## src/rtl/sccb_pkg.sv

```systemverilog
// Shared definitions for the SCCB responder.
//   sccb_state_t : protocol FSM states
//   OV7670_WR_ID : default 8-bit write ID of the emulated camera
//   OV7670_RD_ID : matching read ID (write ID with bit 0 set)
//   id_match     : compares the 7-bit address field of an ID byte
package sccb_pkg;

  localparam logic [7:0] OV7670_WR_ID = 8'h42;
  localparam logic [7:0] OV7670_RD_ID = 8'h43;

  typedef enum logic [3:0] {
    StIdle,
    StId,
    StIdAck,
    StSub,
    StSubAck,
    StWdata,
    StWdataAck,
    StRdata,
    StRdataNa,
    StIgnore
  } sccb_state_t;

  // Bit 0 is the read/write flag and takes no part in addressing.
  function automatic logic id_match(logic [7:0] id, logic [7:0] dev);
    return id[7:1] == dev[7:1];
  endfunction

endpackage

```

## src/rtl/sccb_line_sync.sv

```systemverilog
// Synchronises the asynchronous scl/sda pins into the clk domain and decodes bus events.
// Ports:
//   clk, n_rst       : system clock, synchronous active-low reset
//   scl_in, sda_in   : raw bus lines from the pins
//   sda              : synchronised sda level (for data sampling)
//   scl_rise/fall    : one-cycle pulses on synchronised scl edges
//   start/stop       : one-cycle pulses for sda fall/rise while scl is high
// An event becomes visible to a registered consumer SYNC_STAGES+1 clk after the pin change.
// SYNC_STAGES must be at least 2.
module sccb_line_sync #(
  parameter int unsigned SYNC_STAGES = 2
) (
  input  logic clk,
  input  logic n_rst,
  input  logic scl_in,
  input  logic sda_in,
  output logic sda,
  output logic scl_rise,
  output logic scl_fall,
  output logic start,
  output logic stop
);

  logic [SYNC_STAGES-1:0] scl_sync_q;
  logic [SYNC_STAGES-1:0] sda_sync_q;
  logic                   scl_prev_q;
  logic                   sda_prev_q;
  // Fills with ones after reset; events are gated until the chains hold real pin values,
  // so the idle-high reset value of the chains never produces a spurious edge or START.
  logic [SYNC_STAGES:0]   fill_q;

  logic scl_s;
  logic sda_s;
  logic valid;

  assign scl_s = scl_sync_q[SYNC_STAGES-1];
  assign sda_s = sda_sync_q[SYNC_STAGES-1];
  assign valid = fill_q[SYNC_STAGES];

  always_ff @(posedge clk) begin
    if (!n_rst) begin
      scl_sync_q <= '1;
      sda_sync_q <= '1;
      scl_prev_q <= 1'b1;
      sda_prev_q <= 1'b1;
      fill_q     <= '0;
    end else begin
      scl_sync_q <= {scl_sync_q[SYNC_STAGES-2:0], scl_in};
      sda_sync_q <= {sda_sync_q[SYNC_STAGES-2:0], sda_in};
      scl_prev_q <= scl_s;
      sda_prev_q <= sda_s;
      fill_q     <= {fill_q[SYNC_STAGES-1:0], 1'b1};
    end
  end

  assign sda      = sda_s;
  assign scl_rise = valid & scl_s & ~scl_prev_q;
  assign scl_fall = valid & ~scl_s & scl_prev_q;
  assign start    = valid & scl_s & scl_prev_q & sda_prev_q & ~sda_s;
  assign stop     = valid & scl_s & scl_prev_q & ~sda_prev_q & sda_s;

endmodule

```

## src/rtl/sccb_target.sv

```systemverilog
// SCCB responder emulating an OV7670-style register port.
// Ports:
//   clk, n_rst : system clock (>= 16x SCL), synchronous active-low reset
//   scl_in     : bus clock from the pin (asynchronous)
//   sda_in     : bus data from the pin (asynchronous)
//   sda_oe     : 1 = pull sda low; the top level builds the open-drain inout
//   active     : high from an accepted ID byte until STOP or reset
//   reg_wr     : one-cycle write strobe, reg_addr/reg_wdata valid with it
//   reg_addr   : current register address (sub-address, auto-incremented)
//   reg_wdata  : write data
//   reg_rdata  : read data for reg_addr, valid 1 clk after reg_addr changes
//   id_miss    : one-cycle pulse when an ID byte does not match DEV_ID
module sccb_target
  import sccb_pkg::*;
#(
  parameter logic [7:0]  DEV_ID      = OV7670_WR_ID,
  parameter bit          ACK_EN      = 1'b1,
  parameter int unsigned SYNC_STAGES = 2
) (
  input  logic       clk,
  input  logic       n_rst,
  input  logic       scl_in,
  input  logic       sda_in,
  output logic       sda_oe,
  output logic       active,
  output logic       reg_wr,
  output logic [7:0] reg_addr,
  output logic [7:0] reg_wdata,
  input  logic [7:0] reg_rdata,
  output logic       id_miss
);

  logic sda;
  logic scl_rise;
  logic scl_fall;
  logic start;
  logic stop;

  sccb_line_sync #(
    .SYNC_STAGES(SYNC_STAGES)
  ) u_line_sync (
    .clk     (clk),
    .n_rst   (n_rst),
    .scl_in  (scl_in),
    .sda_in  (sda_in),
    .sda     (sda),
    .scl_rise(scl_rise),
    .scl_fall(scl_fall),
    .start   (start),
    .stop    (stop)
  );

  sccb_state_t state_q, state_d;
  logic [2:0]  bit_cnt_q, bit_cnt_d;
  // ACK states: 0 = waiting for the fall that starts the 9th bit, 1 = waiting for its end.
  // RDATA: set after the 8th rise. RDATA_NA: set after the master acknowledged.
  logic        phase_q, phase_d;
  logic [7:0]  shift_q, shift_d;
  logic        rnw_q, rnw_d;
  logic        first_q, first_d;
  logic        oe_q, oe_d;
  logic        active_q, active_d;
  logic [7:0]  addr_q, addr_d;
  logic [7:0]  wdata_q, wdata_d;
  logic        wr_q, wr_d;
  logic        miss_q, miss_d;

  logic [7:0]  byte_in;
  logic        byte_done;

  assign byte_in   = {shift_q[6:0], sda};
  assign byte_done = scl_rise && (bit_cnt_q == 3'd7);

  always_comb begin
    state_d   = state_q;
    bit_cnt_d = bit_cnt_q;
    phase_d   = phase_q;
    shift_d   = shift_q;
    rnw_d     = rnw_q;
    first_d   = first_q;
    oe_d      = oe_q;
    active_d  = active_q;
    addr_d    = addr_q;
    wdata_d   = wdata_q;
    wr_d      = 1'b0;
    miss_d    = 1'b0;

    if (stop) begin
      state_d  = StIdle;
      oe_d     = 1'b0;
      active_d = 1'b0;
      phase_d  = 1'b0;
    end else if (start) begin
      // Repeated START is legal; any partial byte is dropped here.
      state_d   = StId;
      bit_cnt_d = 3'd0;
      phase_d   = 1'b0;
      oe_d      = 1'b0;
    end else begin
      unique case (state_q)
        StIdle, StIgnore: begin
          oe_d = 1'b0;
        end

        StId, StSub, StWdata: begin
          if (scl_rise) begin
            shift_d   = byte_in;
            bit_cnt_d = bit_cnt_q + 3'd1;
          end
          if (byte_done) begin
            phase_d = 1'b0;
            if (state_q == StId) begin
              if (id_match(byte_in, DEV_ID)) begin
                active_d = 1'b1;
                rnw_d    = byte_in[0];
                state_d  = StIdAck;
              end else begin
                miss_d  = 1'b1;
                state_d = StIgnore;
              end
            end else if (state_q == StSub) begin
              addr_d  = byte_in;
              first_d = 1'b1;
              state_d = StSubAck;
            end else begin
              // Later bytes advance the address before their own write.
              if (!first_q) begin
                addr_d = addr_q + 8'd1;
              end
              first_d = 1'b0;
              wdata_d = byte_in;
              wr_d    = 1'b1;
              state_d = StWdataAck;
            end
          end
        end

        StIdAck, StSubAck, StWdataAck: begin
          if (scl_fall) begin
            if (!phase_q) begin
              oe_d    = ACK_EN;
              phase_d = 1'b1;
            end else begin
              phase_d   = 1'b0;
              bit_cnt_d = 3'd0;
              oe_d      = 1'b0;
              if (state_q == StIdAck && rnw_q) begin
                shift_d = reg_rdata;
                oe_d    = ~reg_rdata[7];
                state_d = StRdata;
              end else if (state_q == StIdAck) begin
                state_d = StSub;
              end else begin
                state_d = StWdata;
              end
            end
          end
        end

        StRdata: begin
          if (scl_rise) begin
            bit_cnt_d = bit_cnt_q + 3'd1;
            if (bit_cnt_q == 3'd7) begin
              phase_d = 1'b1;
            end
          end else if (scl_fall) begin
            if (phase_q) begin
              oe_d    = 1'b0;
              phase_d = 1'b0;
              state_d = StRdataNa;
            end else begin
              // Rotate rather than shift: the wrapped bit is never driven.
              shift_d = {shift_q[6:0], shift_q[7]};
              oe_d    = ~shift_q[6];
            end
          end
        end

        StRdataNa: begin
          if (scl_rise && !phase_q) begin
            if (sda) begin
              state_d = StIgnore;
            end else begin
              addr_d  = addr_q + 8'd1;
              phase_d = 1'b1;
            end
          end else if (scl_fall && phase_q) begin
            shift_d   = reg_rdata;
            oe_d      = ~reg_rdata[7];
            bit_cnt_d = 3'd0;
            phase_d   = 1'b0;
            state_d   = StRdata;
          end
        end

        default: begin
          state_d = StIdle;
          oe_d    = 1'b0;
        end
      endcase
    end
  end

  always_ff @(posedge clk) begin
    if (!n_rst) begin
      state_q   <= StIdle;
      bit_cnt_q <= 3'd0;
      phase_q   <= 1'b0;
      shift_q   <= 8'h00;
      rnw_q     <= 1'b0;
      first_q   <= 1'b0;
      oe_q      <= 1'b0;
      active_q  <= 1'b0;
      addr_q    <= 8'h00;
      wdata_q   <= 8'h00;
      wr_q      <= 1'b0;
      miss_q    <= 1'b0;
    end else begin
      state_q   <= state_d;
      bit_cnt_q <= bit_cnt_d;
      phase_q   <= phase_d;
      shift_q   <= shift_d;
      rnw_q     <= rnw_d;
      first_q   <= first_d;
      oe_q      <= oe_d;
      active_q  <= active_d;
      addr_q    <= addr_d;
      wdata_q   <= wdata_d;
      wr_q      <= wr_d;
      miss_q    <= miss_d;
    end
  end

  assign sda_oe    = oe_q;
  assign active    = active_q;
  assign reg_wr    = wr_q;
  assign reg_addr  = addr_q;
  assign reg_wdata = wdata_q;
  assign id_miss   = miss_q;

endmodule

```

## config.mk

```make
export PLATFORM = sky130hd
export DESIGN_NAME = sccb_target
export DESIGN_NICKNAME = d
export VERILOG_FILES = /design/src/rtl/sccb_pkg.sv /design/src/rtl/sccb_line_sync.sv /design/src/rtl/sccb_target.sv
export SDC_FILE = /design/constraint.sdc
export NUM_CORES = 1
export LEC_CHECK = 0
export ABC_AREA = 1
export ABC_CLOCK_PERIOD_IN_PS = 1450
export BUFFER_PORTS_ARGS = -buffer_cell sky130_fd_sc_hd__buf_4
export CAP_MARGIN = 30
export CORE_ASPECT_RATIO = 0.6
export CORE_MARGIN = 2
export CORE_UTILIZATION = 40
export CTS_BUF_LIST = sky130_fd_sc_hd__clkbuf_4
export DETAILED_ROUTE_END_ITERATION = 12
export SYNTH_ARGS = -nofsm -noshare
export SYNTH_HDL_FRONTEND = slang
export SYNTH_SLANG_ARGS = --single-unit
```

## constraint.sdc

```tcl
create_clock -name clk -period 1.45 [get_ports clk]
set_input_delay 0.0725 -clock clk [delete_from_list [all_inputs] [get_ports clk]]
set_output_delay 0.0725 -clock clk [all_outputs]
set_load 0.01 [all_outputs]
```

==> metrics.md, run 1 <==
| Metric | Value |
|---|---|
| WP depth | `11` |
| Synth unique cells | `34` |
| WL final | `8.74 mm` |
| Pins over their slew limit | `0` |
| Synth area leader | `dfxtp_1` |
| PwrDens | `1830 mW/mm²` |
| Slew @ Worst Pin | `0.370 ns` |
| Io pins | `32` |
| Final Cycle Share | `1.09` |
| R2R cell count | `11` |
| Syn_area_per_cell | `6.53 µm²` |
| H-tree depth | `2` |
| Die boundary height | `67.5 µm` |
| Critical Path Sink | `reg_addr[1]$_SDFFE_PN0P_` |
| Synthesis Warnings | `0` |
| Final Cell Area | `0.00421 mm²` |
| RSZ-0062 raised after global routing | `true` |
| Routed Antenna Nets | `0` |
| Setup crit start kind | `flop` |
| All-Layer GR Usage | `0.244` |
| Post-synthesis sequential area ratio | `0.350` |
| Slowest stage delay, CP | `0.41 ns` |
| Tmin final | `1.58 ns` |
| Die width | `110 µm` |
| RePlAce Congestion | `0.917` |
| Crit Path Max Fanout | `7` |
| First-pass GRT wire length | `13.4 mm` |
| Area of the die | `0.00742 mm²` |
| Placed cells | `598` |
| Synth Flop Type | `dfxtp_1` |
| Worst path cell trace | `inv_6, nand2_1, nor2_2, buf_6, buf_12, nor2_4, nor2_4, nand2_4, buf_6, nor2_1, nor2_1` |
| Slew HR | `0.753` |
| Post-route insts no fill | `621` |
| Worst vdd ir | `0.722 mV` |
| Post-synth EDFFs | `0` |
| Final worst slack | `-0.131 ns` |
| Post-synth top area share | `0.350` |
| WS Path Type | `reg2reg` |
| Clk slew on worst S/H paths | `0.14 ns` |
| Syn_nets | `427` |
| WP data required | `1.74 ns` |
| Via count | `3,068` |
| Initial antenna violation count | `0` |
| Top-count cell post-synth | `nand2_1` |
| Max Cap Violations | `0` |
| Final nets | `548` |
| R2R Setup Slk | `-0.13 ns` |
| Synthesized instance count | `412` |
| Clock skew | `0.00623 ns` |
| Setup TNS | `-2.63 ns` |
| Clk_lat worst skew | `0.38 ns` |
| # diodes | `0` |
| Core area | `0.00659 mm²` |
| Longest Clk Path Bufs | `2` |
| PortBufs | `31` |
| Max Freq | `0.633 GHz` |
| HP Class | `in2reg` |
| Crit path max-delay family | `simple AND/OR/NAND/NOR gates` |
| Buf+Inv Stages, Crit Path | `4` |
| Area Growth Syn to Fin | `56.7%` |
| Final setup viols | `34` |
| Initial Utilization | `0.408` |
| Vias/cell | `4.94` |
| Place WS | `-0.218 ns` |
| Critical path capture point type | `flop` |
| Synth Cell Area | `0.00269 mm²` |
| Placed inst area | `0.00361 mm²` |
| DR pass1 iterations | `4` |
| Std-Cell Rows | `23` |
| CTS Sinks | `47` |
| Leakage | `0.00203 µW` |
| Dominant cells by area after synthesis | `dfxtp_1 (35%), nand2_1 (15%), nor2_1 (9.5%), nand3_1 (8.4%), inv_1 (6.6%)` |
| Layout cells sized above 1 | `0.444` |
| CTS tree | `done` |
| Crit path from | `state_q[1]$_SDFFE_PP0P_` |
| Outcome | `finished with violations` |
| Reg2reg end | `reg_addr[1]$_SDFFE_PN0P_` |
| Pin count of the biggest net entering global routing | `34` |
| FFs w/ async S/R, synth | `0` |
| Vias in the first global route | `2,711` |
| Failing checks | `negative setup slack` |
| Detail Placement HPWL | `6.34 mm` |
| Drt wl/cell | `14.1 µm` |
| Total CTS buffers | `5` |
| Clock Root Buffer | `clkbuf_4` |
| WP data arrival | `1.87 ns` |
| DRC Markers | `0` |
| Reg-to-Reg Start | `state_q[1]$_SDFFE_PP0P_` |
| Post-synth top cells | `nand2_1 (104), nor2_1 (68), dfxtp_1 (47), inv_1 (47), nand3_1 (45)` |
| Grt total ovfl | `0` |
| Fin. Hold Viols | `0` |
| 1st-iter DRT viols | `225` |
| Layout fillers | `593` |
| Slowest cell on crit path | `dfxtp_4` |
| #FFs+latches synth | `47` |
==> worst min-delay path by stage <==
stage	start	to	slack, ns	cells past startpoint
final	reg_rdata[0]	shift_q[0]$_SDFFE_PN0P_	0.06	5
after global routing	reg_rdata[0]	shift_q[0]$_SDFFE_PN0P_	0.06	5
after CTS	n_rst	reg_addr[7]$_SDFFE_PN0P_	0.05	3
after detailed placement	sda_in	u_line_sync.sda_sync_q[0]$_SDFF_PN1_	0.26	2
after global placement	scl_in	u_line_sync.scl_sync_q[0]$_SDFF_PN1_	0.26	2
after floorplan	n_rst	u_line_sync.fill_q[0]$_DFF_P_	0.10	0
==> final cells by class <==
type | instances | area, µm² | share of cell area
inverters | 50 | 208 | 0.0493
multi-input cells | 308 | 1870 | 0.443
well taps | 87 | 109 | 0.0258
clock inverters | 1 | 5.00 | 0.00119
clock buffers | 7 | 52.6 | 0.0125
flip-flops and latches | 47 | 962 | 0.228
repair buffers | 121 | 1010 | 0.239
==> kinds of logic after synthesis <==
group	Yosys count	share of synthesized area
flip-flops	47	0.350
buffers and inverters	58	0.0917
adder cells (fa/ha/maj)	3	0.0140
AND/OR/NAND/NOR	250	0.427
AO/OA/AOI/OAI	53	0.114
XOR/XNOR	1	0.00326
==> power by group <==
group	total (µW)	internal, µW	switching, µW	leakage (µW)
Clock	663	227	436	0.0000361
Sequential	1840	1560	284	0.000387
Combinational	5200	2380	2830	0.00161
Total	7710	4160	3540	0.00203
==> flip-flops by register name, summed over array words and instances, names as in the netlist <==
register,flops
active,1
u_line_sync.scl_sync_q,2
u_line_sync.fill_q,3
u_line_sync.scl_prev_q,1
sda_oe,1
reg_wr,1
shift_q,8
phase_q,1
id_miss,1
first_q,1
bit_cnt_q,3
u_line_sync.sda_prev_q,1
reg_addr,8
rnw_q,1
state_q,4
u_line_sync.sda_sync_q,2
reg_wdata,8
==> through the flow <==
step	total power (µW)	hold slack, ns	utilization
finish	7710	0.0647	0.639
global route	8320	0.0616	0.639
CTS	6890	0.0486	0.592
detailed placement	5770	0.263	0.548
global placement	5730	0.262	0.548
floorplan	4120	0.100	-
==> repair_timing <==
item                       4_1_cts  5_1_grt
hold endpoints to repair         3        0
hold buffers                     3        0
setup buffers                    4        8
setup endpoints to repair       37       38
pin swaps                       22       33
resized for setup               66       77
gates cloned                     1        0
==> tightest hold or removal path, delay by kind of cell <==
family	cells	cell delay, ns
buffers and inverters	1	0.08
and+or+nand+nor	4	0.26
==> cells in the final DEF, fill, tap and decap left out, drive strengths merged, types with 2 or more instances in the layout <==
| cell type | n |
|---|---|
| a21oi | 10 |
| nor2 | 72 |
| inv | 50 |
| nand2 | 109 |
| nand3b | 4 |
| nand4 | 6 |
| o21ai | 39 |
| nor3 | 3 |
| dfxtp | 47 |
| or2 | 7 |
| nand3 | 47 |
| clkbuf | 7 |
| ha | 3 |
| o211ai | 2 |
| buf | 118 |
| dlygate4sd3 | 3 |
==> layer usage <==
layer	GRT usage	wire [µm]	up-vias
met5	0	0	-
met4	0.0554	90	0
met3	0.0608	553	10
met2	0.341	3650	72
met1	0.369	4450	1419
li1	-	-	1567
No activity file was read; power rests on OpenSTA's default activity.
==> inputs of run 2 (changes only) <==
Settings changed: CELL_PAD_IN_SITES_DETAIL_PLACEMENT set to 0, CELL_PAD_IN_SITES_GLOBAL_PLACEMENT set to 2, CORE_UTILIZATION 40 to 30, PLACE_DENSITY_LB_ADDON set to 0.1.
==> run 2 against run 1 <==
  * The run still ends with negative setup slack left
  * Wire length increased by 5.1%
  * Worst setup slack improved by 0.0028 ns
  * Die area up 32%
  * Critical path depth down 1
  * Clock-buffer cell count decreased by 2
==> metrics.md, run 2 (synthesized netlist as in run 1, its figures left out) <==
| Metric | Value |
|---|---|
| # diodes | `0 (unchanged)` |
| WS Path Type | `reg2reg` |
| Grt total ovfl | `0 (unchanged)` |
| RePlAce Congestion | `0.925 (+0.91%)` |
| Final worst slack | `-0.128 ns (+0.00283 ns)` |
| Outcome | `finished with violations` |
| First-pass GRT wire length | `14.7 mm (+9.3%)` |
| PnR Total Power | `7570 µW (-1.8%)` |
| CTS Sinks | `47 (unchanged)` |
| GR Util met3 | `0.0359 (-0.0249)` |
| Drt wl/cell | `14.2 µm (+1.2%)` |
| CTS tree | `done` |
| All-Layer GR Usage | `0.193 (-0.0509)` |
| Clock Root Buffer | `clkbuf_4` |
| Via count | `3,032 (-1.2%)` |
| Placed cells | `621 (+3.8%)` |
| Setup crit start kind | `flop` |
| Clk_lat worst skew | `0.38 ns (about the same)` |
| Vias in the first global route | `2,711 (unchanged)` |
| Core area | `0.00862 mm² (+31%)` |
| Max Cap Violations | `0 (unchanged)` |
| Pins over their slew limit | `0 (unchanged)` |
| 1st-iter DRT viols | `176 (-22%)` |
| Commonest non-fill, non-tap cells in the layout | `buf_4 (102), nand2_1 (82), nor2_1 (48)` |
| Most common cell after layout, fill and taps aside | `buf_4` |
| WP data required | `1.74 ns (about the same)` |
| Worst vdd ir | `0.573 mV (-21%)` |
| Place WS | `-0.237 ns (-0.0194 ns)` |
| Final Cycle Share | `1.09 (-0.00195)` |
| Final core occ | `0.481 (-0.158)` |
| Initial antenna violation count | `0 (unchanged)` |
| Total CTS buffers | `5 (unchanged)` |
| H-tree depth | `2 (unchanged)` |
| Vias/cell | `4.70 (-4.9%)` |
| HP Class | `in2reg` |
| Std-Cell Rows | `26 (+13%)` |
| Longest Clk Path Bufs | `2 (unchanged)` |
| Initial Utilization | `0.312 (-0.0961)` |
| Tmin final | `1.58 ns (-0.00283 ns)` |
| Max Freq | `0.634 GHz (+0.18%)` |
| Layout cells sized above 1 | `0.437 (-0.00667)` |
| Area of the die | `0.00976 mm² (+32%)` |
| Clk slew on worst S/H paths | `0.15 ns (about the same)` |
| PwrDens | `1830 mW/mm² (-0.22%)` |
| Met1 usage | `0.313 (-0.0566)` |
| Die width | `126 µm (+15%)` |
| Area Growth Syn to Fin | `54.2%` |
| Failing checks | `negative setup slack` |
| WP data arrival | `1.87 ns (about the same)` |
| Io pins | `32 (unchanged)` |
| Fin. Hold Viols | `0 (unchanged)` |
| Crit Path Max Fanout | `7 (unchanged)` |
| Hold_ws | `0.0369 ns (-0.0279 ns)` |
| GR peak layer | `met1` |
| Slew HR | `0.676 (-0.0771)` |
| Detail Placement HPWL | `6.82 mm (+7.5%)` |
| Clock skew | `0.0213 ns (+0.0151 ns)` |
| PortBufs | `31 (unchanged)` |
| Leakage | `0.00200 µW (-1.5%)` |
| Met2 Resource Use GR | `0.257 (-0.0843)` |
| Final nets | `547 (-0.18%)` |
| Routed Antenna Nets | `0 (unchanged)` |
| Die boundary height | `77.3 µm (+15%)` |
| Final setup viols | `36 (+5.9%)` |
| WL final | `9.19 mm (+5.1%)` |
| RSZ-0062 raised after global routing | `true` |
| Slew @ Worst Pin | `0.485 ns (+0.115 ns)` |
| Pin count of the biggest net entering global routing | `34 (unchanged)` |
| Critical path capture point type | `flop` |
| DR pass1 iterations | `4 (unchanged)` |
| DRC Markers | `0 (unchanged)` |
| Post-route insts no fill | `645 (+3.9%)` |
-- run 2: report_power, final --
part / internal [µW] / switching [µW]
Sequential: 1560 / 293
Clock: 179 / 466
Combinational: 2240 / 2830
Total: 3980 / 3590
-- run 2: routing by layer --
metal / share of wire / wire (µm)
met1: 0.56 / 5170
met2: 0.39 / 3570
met3: 0.043 / 398
met4: 0.0060 / 55
met5: 0 / 0
-- run 2: critical path: stages (launching register included) --
cell and delay, ns:
dfxtp_4 0.44, inv_6 0.05, nor2_4 0.13, nand2_4 0.11, buf_4 0.15, o21ai_2 0.18
nor2_4 0.07, nand2_2 0.11, clkinv_4 0.10, nor2_1 0.10, nor2_1 0.04
-- run 2: worst paths after layout --
check                                                      start                                to  slack (ns)  cells past startpoint
worst max-delay path                     state_q[0]$_SDFFE_PP0P_           shift_q[7]$_SDFFE_PN0P_       -0.13                     10
worst min register to register  u_line_sync.fill_q[1]$_SDFF_PN0_  u_line_sync.fill_q[2]$_SDFF_PN0_        0.42                      2
worst max register to register           state_q[0]$_SDFFE_PP0P_           shift_q[7]$_SDFFE_PN0P_       -0.13                     10
worst min-delay path                                reg_rdata[0]           shift_q[0]$_SDFFE_PN0P_        0.04                      5
-- run 2: stage by stage --
stage / TNS, ns / area [µm²]
after global routing: -6.10 / 4150
after CTS: -2.00 / 4000
after floorplan: -0.0894 / 2730
after detailed placement: -5.27 / 3610
final: -2.83 / 4150
after global placement: -6.41 / 3610
-- run 2: area by class of cell --
type / instances / area, µm²
flip-flops and latches: 47 / 966
inverters: 50 / 208
multi-input cells: 308 / 1800
clock buffers: 5 / 37.5
well taps: 112 / 140
fillers: 911 / 4480
repair buffers: 120 / 976
clock inverters: 3 / 15.0
-- run 2: what timing repair did --
| action | CTS | global route |
|---|---|---|
| pin swaps | 22 | 22 |
| setup buffers | 7 | 6 |
| hold endpoints to repair | 3 | 0 |
| endpoints found under the setup margin | 38 | 38 |
| hold buffers | 3 | 0 |
| gates cloned | 1 | 1 |
| resized for setup | 81 | 39 |
